$ cat config.mk
export PLATFORM = sky130hd
export DESIGN_NAME = freq_sweep_ctrl
export DESIGN_NICKNAME = d
export VERILOG_FILES = /design/src/rtl/freq_sweep_ctrl.sv
export SDC_FILE = /design/constraint.sdc
export NUM_CORES = 1
export LEC_CHECK = 0
export CAP_MARGIN = 20
export CORE_AREA = 8 8 190 192
export DETAILED_ROUTE_END_ITERATION = 7
export DIE_AREA = 0 0 198 200
export GPL_ROUTABILITY_DRIVEN = 0
export HOLD_SLACK_MARGIN = 0.08
export PLACE_DENSITY = 0.72
export RECOVER_POWER = 100
export SLEW_MARGIN = 30
export SYNTH_ARGS = -nofsm -noshare
export SYNTH_HDL_FRONTEND = slang
export SYNTH_SLANG_ARGS = --single-unit
$ cat constraint.sdc
create_clock -name clk -period 12.2 [get_ports clk]
set_input_delay 3.66 -clock clk [delete_from_list [all_inputs] [get_ports clk]]
set_output_delay 3.66 -clock clk [all_outputs]
set_load 0.02 [all_outputs]
$ cat src/rtl/freq_sweep_ctrl.sv
// freq_sweep_ctrl: steps a 32-bit frequency word from a start to a stop value in
// fixed increments, holding each value for a programmable number of clocks.
// Feeds the freq_set input of the phase-accumulator clock divider.
module freq_sweep_ctrl #(
   parameter logic [31:0] CLKREF  = 32'd256_000_000,
   parameter int unsigned DWELL_W = 32
) (
   input  logic               clk,
   input  logic               rst,
   input  logic               start,
   input  logic               abort,
   input  logic               loop_en,
   input  logic [31:0]        f_start,
   input  logic [31:0]        f_stop,
   input  logic [31:0]        f_step,
   input  logic [DWELL_W-1:0] dwell_cycles,
   output logic [31:0]        freq_set,
   output logic               busy,
   output logic               step_strobe,
   output logic               done
);

   // CLKREF only documents the reference clock shared with the divider.
   if (CLKREF == 32'd0) begin : g_clkref_unset
   end

   typedef enum logic [1:0] {StIdle, StDwell, StDone} state_e;

   localparam logic [DWELL_W-1:0] DwellOne = DWELL_W'(1);

   state_e state_q, state_d;

   // Shadow copies of the sweep parameters, frozen at start.
   logic [31:0]        start_q, start_d;
   logic [31:0]        stop_q, stop_d;
   logic [31:0]        step_q, step_d;
   logic [DWELL_W-1:0] dwell_q, dwell_d;
   logic               loop_q, loop_d;
   logic               dir_up_q, dir_up_d;

   logic [DWELL_W-1:0] cnt_q, cnt_d;
   logic [31:0]        freq_q, freq_d;
   logic               strobe_q, strobe_d;

   logic               start_go;
   logic               expired;
   logic               at_end;
   logic [DWELL_W-1:0] dwell_in;
   logic [32:0]        sum;
   logic [32:0]        diff;
   logic [31:0]        next_up;
   logic [31:0]        next_dn;
   logic [31:0]        next_freq;

   assign dwell_in = (dwell_cycles == '0) ? DwellOne : dwell_cycles;
   assign start_go = (state_q == StIdle) && start && !abort;
   // cnt_q counts down the remaining clocks of the current dwell.
   assign expired  = (cnt_q == '0);
   // A zero step can never reach f_stop, so it ends the sweep after one dwell.
   assign at_end   = (freq_q == stop_q) || (step_q == '0);

   // 33-bit arithmetic: carry or borrow clamps to f_stop so freq_set never wraps.
   assign sum       = {1'b0, freq_q} + {1'b0, step_q};
   assign diff      = {1'b0, freq_q} - {1'b0, step_q};
   assign next_up   = (sum[32] || (sum[31:0] > stop_q)) ? stop_q : sum[31:0];
   assign next_dn   = (diff[32] || (diff[31:0] < stop_q)) ? stop_q : diff[31:0];
   assign next_freq = dir_up_q ? next_up : next_dn;

   // State register
   always_ff @(posedge clk or posedge rst) begin
      if (rst) begin
         state_q <= StIdle;
      end else begin
         state_q <= state_d;
      end
   end

   // Next-state logic; abort overrides everything except reset
   always_comb begin
      state_d = state_q;
      unique case (state_q)
         StIdle: begin
            if (start_go) begin
               state_d = StDwell;
            end
         end
         StDwell: begin
            if (abort) begin
               state_d = StIdle;
            end else if (expired && at_end && !loop_q) begin
               state_d = StDone;
            end
         end
         StDone: begin
            state_d = StIdle;
         end
         default: begin
            state_d = StIdle;
         end
      endcase
   end

   // State-decoded outputs
   always_comb begin
      busy        = (state_q == StDwell);
      done        = (state_q == StDone);
      step_strobe = strobe_q;
      freq_set    = freq_q;
   end

   // Datapath next values: parameter capture, dwell countdown, frequency update
   always_comb begin
      start_d  = start_q;
      stop_d   = stop_q;
      step_d   = step_q;
      dwell_d  = dwell_q;
      loop_d   = loop_q;
      dir_up_d = dir_up_q;
      cnt_d    = cnt_q;
      freq_d   = freq_q;
      strobe_d = 1'b0;
      if (start_go) begin
         start_d  = f_start;
         stop_d   = f_stop;
         step_d   = f_step;
         dwell_d  = dwell_in;
         loop_d   = loop_en;
         dir_up_d = (f_stop >= f_start);
         freq_d   = f_start;
         strobe_d = 1'b1;
         cnt_d    = dwell_in - DwellOne;
      end else if (state_q == StDwell && !abort) begin
         if (!expired) begin
            cnt_d = cnt_q - DwellOne;
         end else if (!at_end) begin
            freq_d   = next_freq;
            strobe_d = 1'b1;
            cnt_d    = dwell_q - DwellOne;
         end else if (loop_q) begin
            freq_d   = start_q;
            strobe_d = 1'b1;
            cnt_d    = dwell_q - DwellOne;
         end
      end else if (abort) begin
         cnt_d = '0;
      end
   end

   // Datapath registers
   always_ff @(posedge clk or posedge rst) begin
      if (rst) begin
         start_q  <= '0;
         stop_q   <= '0;
         step_q   <= '0;
         dwell_q  <= '0;
         loop_q   <= 1'b0;
         dir_up_q <= 1'b0;
         cnt_q    <= '0;
         freq_q   <= '0;
         strobe_q <= 1'b0;
      end else begin
         start_q  <= start_d;
         stop_q   <= stop_d;
         step_q   <= step_d;
         dwell_q  <= dwell_d;
         loop_q   <= loop_d;
         dir_up_q <= dir_up_d;
         cnt_q    <= cnt_d;
         freq_q   <= freq_d;
         strobe_q <= strobe_d;
      end
   end

endmodule

==> key figures <==
Layout
  – Fillers: 3,034
  – Post-Layout Cell Count: roughly 2,700
  – Layout area overhead: 15.45%
  – Nets: about 2,500
  – Proportion of layout cells with a drive suffix above 1: 3.354%

Setup path
  – Maximum net fanout on the critical path: 60
  – Worst Path Arrival: 9.56 ns
  – Most used cell, CP: o21ai_0
  – Required @ worst endpoint: 12.50 ns
  – CP Capture Type: flop
  – CP Cell Sequence: dlygate4sd3_1, or2_0, clkbuf_1, o21ai_0, a21oi_1, o21ai_0
  – Startpoint class of the critical path: primary input
  – Crit path buf inv count: 2
  – Critical path type: primary input to flop
  – CP peak stage delay: 2.39 ns
  – Slowest-stage cell, CP: or2_0
  – Critical path's top delay family: buffers and inverters

Logic synthesis
  – Post-synthesis register bit count: 197
  – Synthesized area: ~17,000 µm²
  – Post-synth net total: 2,412
  – Syn Inst Count: approximately 2,100
  – YS warnings: 0
  – Asr flop ratio synth: 100.0%
  – Distinct cells, synth: just under 80
  – Syn_area_per_cell: 7.817 µm²
  – EDFF count, synth: 0
  – Ys flop type: dfrtp_1
  – Sequential element share of the synthesized area: 29.80%

Clock network
  – Sink Count: 197
  – Setup Fix Bufs, Post-CTS: 0
  – # resized after CTS: 0
  – Clock-pin slew on the worst setup and hold paths: 0.07 ns
  – Clock Latency Late Sink: 0.46 ns
  – Inserted Clock Buffers: 17
  – H-Tree Depth: 4
  – CTS tree: built
  – Clk Tree Root Cell: clkbuf_16
  – Post-CTS Hold Buffers: 0
  – CTS Buffer Depth: 2

Floorplanning
  – Site Rows: 67
  – Core area: between 30,000 and 40,000 µm²
  – Die ar.: a little under 40,000 µm²
  – I/O pins: 168
  – Initial Utilization: between 40% and 50%
  – Die span in y: 200 µm
  – Die Wd: 198 µm

Global route
  – Largest net degree at the start of global routing: 97
  – Initial antenna violation count: 2
  – GRT Util Overall: 28.95%
  – Total global routing overflow: 0
  – Number of global-route vias before repair: about 16,000
  – First-pass GRT wire length: a little over 90,000 µm

Route
  – Post-route ant nets: 0
  – DR vias/cell: 6.301
  – DRT iter0 DRCs: between 2,000 and 2,500
  – Vias: about 17,000
  – Drt first pass iters: 7
  – Routed WL: between 50,000 and 60,000 µm
  – Drt drc: 0
  – WL per Instance: 21.49 µm

Timing
  – Slew Limit Fails: about 450
  – Slew margin rel.: -198.5%
  – Hold Vio Cnt, Final: 0
  – Final setup vio count: 0
  – Fmax achieved: 0.1079 GHz
  – Post-layout min period: around 9.3 ns
  – Least-Margin Pin Slew: between 4 and 5 ns
  – Fin crit share: 75.97%
  – Hold slack: 0.4805 ns
  – Worst Clk Skew: 0.01237 ns
  – Setup tns final: 0 ns
  – RSZ-0062 raised after global routing: false

Pwr
  – Share of power burned in registers: 26.2%
  – Sw Share: 48.31%
  – Switch Pwr: 1.709 mW
  – Combinational power share: 57.8%
  – Static Leakage: around 8.4 nW
  – Pwr dens: 185.3 nW/µm²
  – Int Pwr: 1.829 mW
  – Peak supply drop: 113.9 µV
  – Clock power share: 16.1%

Status
  – Outcome: finished, violations left
  – Failing checks: max-capacitance violations, max-slew violations

Hold path
  – Min-delay worst type: flop to flop

Placement
  – Placed Cells incl. Taps: between 2,000 and 3,000
  – Detailed placement HPWL: about 44,000 µm
  – Buffers on Ports: 167

Run
  – Max Cap Violations: 7
-- cell type report --
type	count	area, µm²	area share [%]
timing repair buffer	183	1777	9.304
tap	448	560.5	2.935
inverter	132	496.7	2.601
sequential	197	4930	25.82
multi-input combinational	1692	10760	56.36
antenna	1	2.502	0.01310
clock buffer	18	439.2	2.300
clock inverter	14	128.9	0.6749
-- cell usage in the layout (no fill, tap or decap), types with 6 or more instances in the layout --
cell	instances
buf_4	12
a31oi_1	16
ha_1	161
clkbuf_16	17
nor4_1	25
or2_2	8
o21a_1	12
o221ai_1	12
or3_1	15
a22o_1	8
nand2_1	363
nand2b_1	19
a22oi_1	34
o211ai_1	25
nor2_1	138
a221oi_1	14
dfrtp_1	197
nor3_1	51
nor2b_1	22
xor2_1	27
o21bai_1	14
nand4_1	46
or4_1	7
dlygate4sd3_1	37
a21o_1	29
o31ai_1	14
and3_1	17
nand3_1	32
mux2i_1	8
a221o_1	6
xnor2_1	93
clkdlybuf4s50_1	130
o21ai_0	191
o2111ai_1	9
inv_1	130
o22ai_1	7
a21oi_1	164
a211oi_1	15
-- metal layers --
metal,wire [µm],part of all wire (%),track usage (%)
met1,24590,43,39.36
met2,25360,44,44.29
met3,5501,9.5,5.801
met4,2237,3.9,12.69
met5,13,0.023,0
-- worst paths after layout --
| path | start | slack (ns) | cells after the start | to |
|---|---|---|---|---|
| worst max-delay path | abort | 2.93 | 6 | freq_set[2]$_DFFE_PP0P_ |
| worst min-delay path | start_q[9]$_DFFE_PP0P_ | 0.48 | 2 | start_q[9]$_DFFE_PP0P_ |
| worst max register to register | freq_set[4]$_DFFE_PP0P_ | 5.11 | 20 | freq_set[10]$_DFFE_PP0P_ |
| worst min register to register | start_q[9]$_DFFE_PP0P_ | 0.48 | 2 | start_q[9]$_DFFE_PP0P_ |
| max in group asynchronous | rst | 4.35 | 4 | stop_q[26]$_DFFE_PP0P_ |
| min in group asynchronous | rst | 5.01 | 2 | dwell_q[11]$_DFFE_PP0P_ |
-- tightest hold or removal path: stages, from the launching register on --
cell and delay [ns]:
dfrtp_1 0.34, nand2_1 0.05, o21ai_0 0.06
-- power by group through the flow --
stage                     combinational [mW]  sequential, mW  clock, mW
after floorplan                         1.37           0.908          0
after global placement                  1.93           0.927          0
after detailed placement                1.97           0.931          0
after CTS                               1.99           0.920      0.576
after global routing                    2.23           0.940      0.599
final                                   2.04           0.925      0.569
-- Yosys cell counts (19+ instances only) --
library cell / n / area, µm²
xnor2_1: 93 / 814.5
nand3_1: 32 / 160.2
dfrtp_1: 197 / 4930
o21ai_0: 191 / 955.9
a21oi_1: 164 / 820.8
inv_1: 131 / 491.7
o211ai_1: 25 / 187.7
nor2_1: 138 / 518.0
clkbuf_1: 70 / 262.8
nor4_1: 25 / 156.4
a22oi_1: 34 / 255.2
nand4_1: 46 / 287.8
nand2_1: 363 / 1363
nor3_1: 52 / 260.3
nand2b_1: 19 / 118.9
xor2_1: 27 / 236.5
nor2b_1: 22 / 137.6
a21o_1: 29 / 217.7
ha_1: 161 / 2014
-- through the flow --
stage,cell area (µm²),util (%),setup slack (ns),power (mW)
after floorplan,16540,-,3.171,2.274
after detailed placement,18550,56.02,4.458,2.905
final,19100,57.67,2.931,3.538
after CTS,19120,57.74,4.920,3.484
after global placement,18550,56.02,4.627,2.861
after global routing,19100,57.67,2.517,3.767
-- state kept, by name, summed over array words and instances (netlist names) --
signal and cells:
cnt_q 32, dwell_q 32, freq_set 32, start_q 32
step_q 32, stop_q 32, state_q 2, dir_up_q 1
loop_q 1, step_strobe 1
-- logic make-up after synthesis --
family	after synthesis	synth area share [%]
compound gates	627	23.99
xor+xnor	120	6.354
fa+ha+maj	163	12.42
buf+inv	227	5.303
flops	197	29.80
mux	8	0.4841
simple gates	774	21.65
(Power assumes the default switching activity.)
